===== src/rtl/frame_capture_ctrl.sv =====
// frame_capture_ctrl
// Sequences single-frame snapshots into ball_ram. The write gate (freeze) is
// released for exactly one active frame, then the frozen frame is handed to
// the flipdot stream generator through a start/busy handshake. A capture is
// started either by capture_req (one-shot) or, in auto mode, every FRAME_DIV
// frame ends after the previous stream has completed.
//
// Optional feature: define FRAME_CAPTURE_STATS_EN to build the
// frames_captured / req_overruns statistics counters. Without it both ports
// read as zero and the counter registers are not built.

module frame_capture_ctrl #(
  parameter int unsigned FRAME_DIV   = 4,
  parameter int unsigned ACK_TIMEOUT = 1024,
  parameter int unsigned CNT_W       = 16
) (
  input  logic             ball_clock,
  input  logic             reset_n,
  input  logic             v_sync,
  input  logic             capture_req,
  input  logic             auto_mode,
  input  logic             stream_busy,
  output logic             freeze,
  output logic             stream_start,
  output logic [2:0]       state,
  output logic             ack_timeout,
  output logic [CNT_W-1:0] frames_captured,
  output logic [CNT_W-1:0] req_overruns
);

  // Handshake timer only has to count up to ACK_TIMEOUT-1.
  localparam int unsigned    TMR_W       = (ACK_TIMEOUT > 1) ? $clog2(ACK_TIMEOUT) : 1;
  localparam logic [TMR_W-1:0] TMR_LAST  = TMR_W'(ACK_TIMEOUT - 1);
  // Auto mode re-arms with FRAME_DIV-1 frame ends to skip.
  localparam logic [7:0]     SKIP_RELOAD = 8'(FRAME_DIV - 1);

  typedef enum logic [2:0] {
    ST_IDLE      = 3'd0,
    ST_ARM       = 3'd1,
    ST_CAPTURE   = 3'd2,
    ST_HOLD_REQ  = 3'd3,
    ST_HOLD_BUSY = 3'd4
  } state_e;

  state_e           state_q, state_d;
  logic             v_sync_q;
  logic             vs_fall;
  logic [7:0]       skip_cnt_q, skip_cnt_d;
  logic [TMR_W-1:0] timer_q, timer_d;
  logic             freeze_q, freeze_d;
  logic             start_q, start_d;
  logic             ack_to_q, ack_to_d;
  logic             req_accept;
  logic             ack_expired;
  logic             hold_exit;

  // End of the active frame: v_sync was high last cycle and is low now.
  assign vs_fall    = v_sync_q & ~v_sync;
  // A request is only acted on while idle; elsewhere it is an overrun.
  assign req_accept = (state_q == ST_IDLE) & capture_req;

  // Delay v_sync by one cycle for falling-edge detection.
  always_ff @(posedge ball_clock or negedge reset_n) begin
    if (!reset_n) begin
      v_sync_q <= 1'b0;
    end else begin
      v_sync_q <= v_sync;
    end
  end

  // Next-state logic: sequencing, skip counter, handshake timer, sticky timeout.
  always_comb begin
    state_d     = state_q;
    skip_cnt_d  = skip_cnt_q;
    timer_d     = timer_q;
    ack_to_d    = ack_to_q;
    ack_expired = 1'b0;
    hold_exit   = 1'b0;

    case (state_q)
      ST_IDLE: begin
        if (req_accept) begin
          state_d    = ST_ARM;
          skip_cnt_d = 8'd0;
          ack_to_d   = 1'b0;
        end
      end

      ST_ARM: begin
        if (vs_fall) begin
          if (skip_cnt_q == 8'd0) begin
            state_d = ST_CAPTURE;
          end else begin
            skip_cnt_d = skip_cnt_q - 8'd1;
          end
        end
      end

      ST_CAPTURE: begin
        // The window closes at the end of the frame that was just written.
        if (vs_fall) begin
          state_d = ST_HOLD_REQ;
          timer_d = '0;
        end
      end

      ST_HOLD_REQ: begin
        // Busy already high on the first cycle counts as the acknowledge.
        if (stream_busy) begin
          state_d = ST_HOLD_BUSY;
        end else if (timer_q == TMR_LAST) begin
          ack_expired = 1'b1;
          hold_exit   = 1'b1;
        end else begin
          timer_d = timer_q + TMR_W'(1);
        end
      end

      ST_HOLD_BUSY: begin
        if (!stream_busy) begin
          hold_exit = 1'b1;
        end
      end

      default: begin
        state_d = ST_IDLE;
      end
    endcase

    if (ack_expired) begin
      ack_to_d = 1'b1;
    end

    // Leaving the hold: auto mode is sampled only on this cycle.
    if (hold_exit) begin
      if (auto_mode) begin
        state_d    = ST_ARM;
        skip_cnt_d = SKIP_RELOAD;
      end else begin
        state_d = ST_IDLE;
      end
    end
  end

  // Registered outputs derived from the upcoming state so they line up with it.
  always_comb begin
    freeze_d = (state_d != ST_CAPTURE);
    start_d  = (state_d == ST_HOLD_REQ) && (state_q != ST_HOLD_REQ);
  end

  // State, counters and registered outputs; freeze closes at once on reset.
  always_ff @(posedge ball_clock or negedge reset_n) begin
    if (!reset_n) begin
      state_q    <= ST_IDLE;
      skip_cnt_q <= 8'd0;
      timer_q    <= '0;
      freeze_q   <= 1'b1;
      start_q    <= 1'b0;
      ack_to_q   <= 1'b0;
    end else begin
      state_q    <= state_d;
      skip_cnt_q <= skip_cnt_d;
      timer_q    <= timer_d;
      freeze_q   <= freeze_d;
      start_q    <= start_d;
      ack_to_q   <= ack_to_d;
    end
  end

  assign freeze       = freeze_q;
  assign stream_start = start_q;
  assign state        = state_q;
  assign ack_timeout  = ack_to_q;

`ifdef FRAME_CAPTURE_STATS_EN
  logic             req_overrun;
  logic [CNT_W-1:0] frames_q;
  logic [CNT_W-1:0] overruns_q;

  assign req_overrun = (state_q != ST_IDLE) & capture_req;

  // Completed captures (wrapping) and ignored requests (saturating).
  always_ff @(posedge ball_clock or negedge reset_n) begin
    if (!reset_n) begin
      frames_q   <= '0;
      overruns_q <= '0;
    end else begin
      if (hold_exit) begin
        frames_q <= frames_q + CNT_W'(1);
      end
      if (req_overrun && (overruns_q != {CNT_W{1'b1}})) begin
        overruns_q <= overruns_q + CNT_W'(1);
      end
    end
  end

  assign frames_captured = frames_q;
  assign req_overruns    = overruns_q;
`else
  assign frames_captured = '0;
  assign req_overruns    = '0;
`endif

endmodule


===== config.mk =====
export PLATFORM = sky130hd
export DESIGN_NAME = frame_capture_ctrl
export DESIGN_NICKNAME = d
export VERILOG_FILES = /design/src/rtl/frame_capture_ctrl.sv
export SDC_FILE = /design/constraint.sdc
export NUM_CORES = 1
export LEC_CHECK = 0
export ABC_AREA = 1
export ABC_CLOCK_PERIOD_IN_PS = 3600
export BUFFER_PORTS_ARGS = -buffer_cell sky130_fd_sc_hd__clkbuf_2
export CORE_MARGIN = 4
export CORE_UTILIZATION = 58
export DETAILED_ROUTE_END_ITERATION = 8
export GPL_ROUTABILITY_DRIVEN = 0
export PLACE_DENSITY_LB_ADDON = 0.15
export SLEW_MARGIN = 15
export SYNTH_ARGS = -nofsm -noshare
export SYNTH_HDL_FRONTEND = slang
export SYNTH_SLANG_ARGS = --single-unit

===== constraint.sdc =====
create_clock -name ball_clock -period 3.6 [get_ports ball_clock]
set_input_delay 0.36 -clock ball_clock [delete_from_list [all_inputs] [get_ports ball_clock]]
set_output_delay 0.36 -clock ball_clock [all_outputs]
set_load 0.01 [all_outputs]

==> metrics.cfg <==
[detailed_routing]
drt-wirelength-per-cell_um = 10.1
drt.antenna.violating_nets = 0
vias = 1488
drt_iter0_markers = 63
dr.pass1.iters = 4
vias_per_cell = 4.56
drc = 0
routed_wl_mm = 3.30

[global_route]
grt_start_max_net_pins = 26
met3_usage = 0.0225
grt_use_met2 = 0.257
first_global_vias = 1290
grt_use_total = 0.172
grt_overflow = 0
antenna_found_initial = 0
met1_usage = 0.259
grt_busiest_layer = met1
grt_pass1_wl_mm = 5.71

[die]
die_height_um = 65.0
core_mm2 = 0.00308
initial_utilization = 0.613
dieArea_mm2 = 0.00423
rows = 20
io_pins = 44
die_w_um = 65.0

[setup_path]
cp.required_ps = 3830
crit_fanout = 16
r2r_cells = 10
arrival_ps = 1850
crit_path_end_kind = register
worst-setup-path-type = register to register
cp-start-kind = register

[cts]
clock_latency_ps = 310
h-tree-depth = 1
cts_setup_buffers = 0
clk_pin_slew_ps = 140
cts_sinks = 25
cts_root_buf = clkbuf_4
cts_hold_buf = 0
cts_resized = 0
cts_buffers = 3
cts.path.max_buffers = 2
cts_tree = done

[final_layout]
finalNonFillerCells = 326
fillers = 296
synthToLayoutAreaGrowth_pct = -0.398
insertedDiodeCount = 0
nets = 292
drive_gt1_frac = 0.121

[timing]
fin_hold_ws_ps = 28.9
tns_ps = 0
rsz0062_at_grt = false
period_minus_slack_ps = 1620
fmaxAchievable_mhz = 618
final-hold-violation-count = 0
drv_slew = 0
post-route-period-util = 0.450
finalSetupViolations = 0
slew_headroom = 0.583
fin_skew_ps = 2.39
worst_pin_slew_ps = 626

[logic_synthesis]
ys_ff_latch = 25
yosys_warnings = 0
yosys.cell_types.count = 27
syn_area_mm2 = 0.00189
yosysSeqAreaShare = 0.332
syn_inst = 269
avgSynthCellArea_um2 = 7.01

[placed_design]
dp.cells = 322
dpl.hpwl_mm = 2.60
numPortBuffers = 11

[power_and_ir_drop]
power_density_mw_per_mm2 = 635
static-leakage-power_uw = 0.00106
fin_total_pwr_uw = 1190
vdd_drop_max_mv = 0.357

[job]
max-cap-violations = 0

[min_path]
hp-class = primary input to asynchronous set/reset pin

[status]
outcome = finished, final reports clean

==> worst max-delay path: stages (launching register included) <==
cell and delay [ps]:
dfrtp_1 470, ha_1 260, nand3_4 120, nor2_4 130, nand3_2 90, nand2_2 80, nand2_4 70, nand2_8 120
inv_1 80, nand2_1 70, nand2_1 40
==> per-stage QoR <==
step	util	setup slack, ps	cell area (um2)
final	0.611	1980	1880
after global placement	0.602	2030	1850
after global routing	0.611	1830	1880
after CTS	0.611	1970	1880
after detailed placement	0.602	1990	1850
after floorplan	-	2140	2000
==> registers in the layout, indices dropped and copies added (netlist names) <==
register and count:
timer_q 10, skip_cnt_q 8, state 3, ack_timeout 1, freeze 1, stream_start 1, v_sync_q 1
==> placed cells by master, fill, tap and decap left out, types with 4 or more instances in the layout <==
cell / count
clkbuf_2: 11
conb_1: 32
dfrtp_1: 24
inv_1: 33
nand2_1: 79
nand2_2: 6
nand3_1: 15
nand4_1: 4
nor2_1: 33
o21ai_0: 6
o21ai_1: 8
xor2_1: 5
==> per-layer routing <==
layer,vias up,share of wire
li1,786,-
met2,39,0.41
met5,-,0
met3,2,0.066
met1,661,0.52
met4,0,0.0064
==> kinds of logic after synthesis <==
logic type,synth area share
and+or+nand+nor,0.359
adders and majority gates,0.0199
DFF,0.332
AOI/OAI and AO/OA,0.0544
other,0.00199
buffers and inverters,0.210
xor gates and xnor gates,0.0232
==> final cells by class <==
type / count / area (um2) / area share
multi-input cells: 206 / 981 / 0.522
flip-flops and latches: 25 / 627 / 0.334
inverters: 36 / 135 / 0.0719
repair buffers: 11 / 55.1 / 0.0293
well taps: 44 / 55.1 / 0.0293
clock buffers: 4 / 26.3 / 0.0140
==> power breakdown <==
group | leakage, uW | switching (uW) | total, uW | internal (uW)
Sequential | 0.000331 | 104 | 472 | 368
Clock | 0.0000150 | 85.9 | 129 | 43.3
Combinational | 0.000716 | 394 | 593 | 198
Total | 0.00106 | 584 | 1190 | 610
==> synth_stat cells (all sizes together) <==
cell type | number | area share
nor2 | 37 | 0.084
dfstp | 1 | 0.014
nand4 | 4 | 0.013
inv | 35 | 0.070
clkinv | 1 | 0.0020
ha | 3 | 0.020
nand3 | 18 | 0.064
o21ai | 15 | 0.042
a21oi | 4 | 0.013
dfrtp | 24 | 0.32
conb | 1 | 0.0020
nand3b | 1 | 0.0040
buf | 33 | 0.14
xor2 | 5 | 0.023
nand2 | 87 | 0.19
==> path summary, 6_finish.rpt <==
check | slack [ps] | start | end
min | 30 | reset_n | timer_q[0]
max reg2reg | 1980 | timer_q[0] | timer_q[7]
min in group ball_clock | 160 | v_sync | v_sync_q
max in group asynchronous | 3170 | reset_n | skip_cnt_q[1]
min reg2reg | 510 | ack_timeout | ack_timeout
max | 1980 | timer_q[0] | timer_q[7]
No activity file was read; power rests on OpenSTA's default activity.
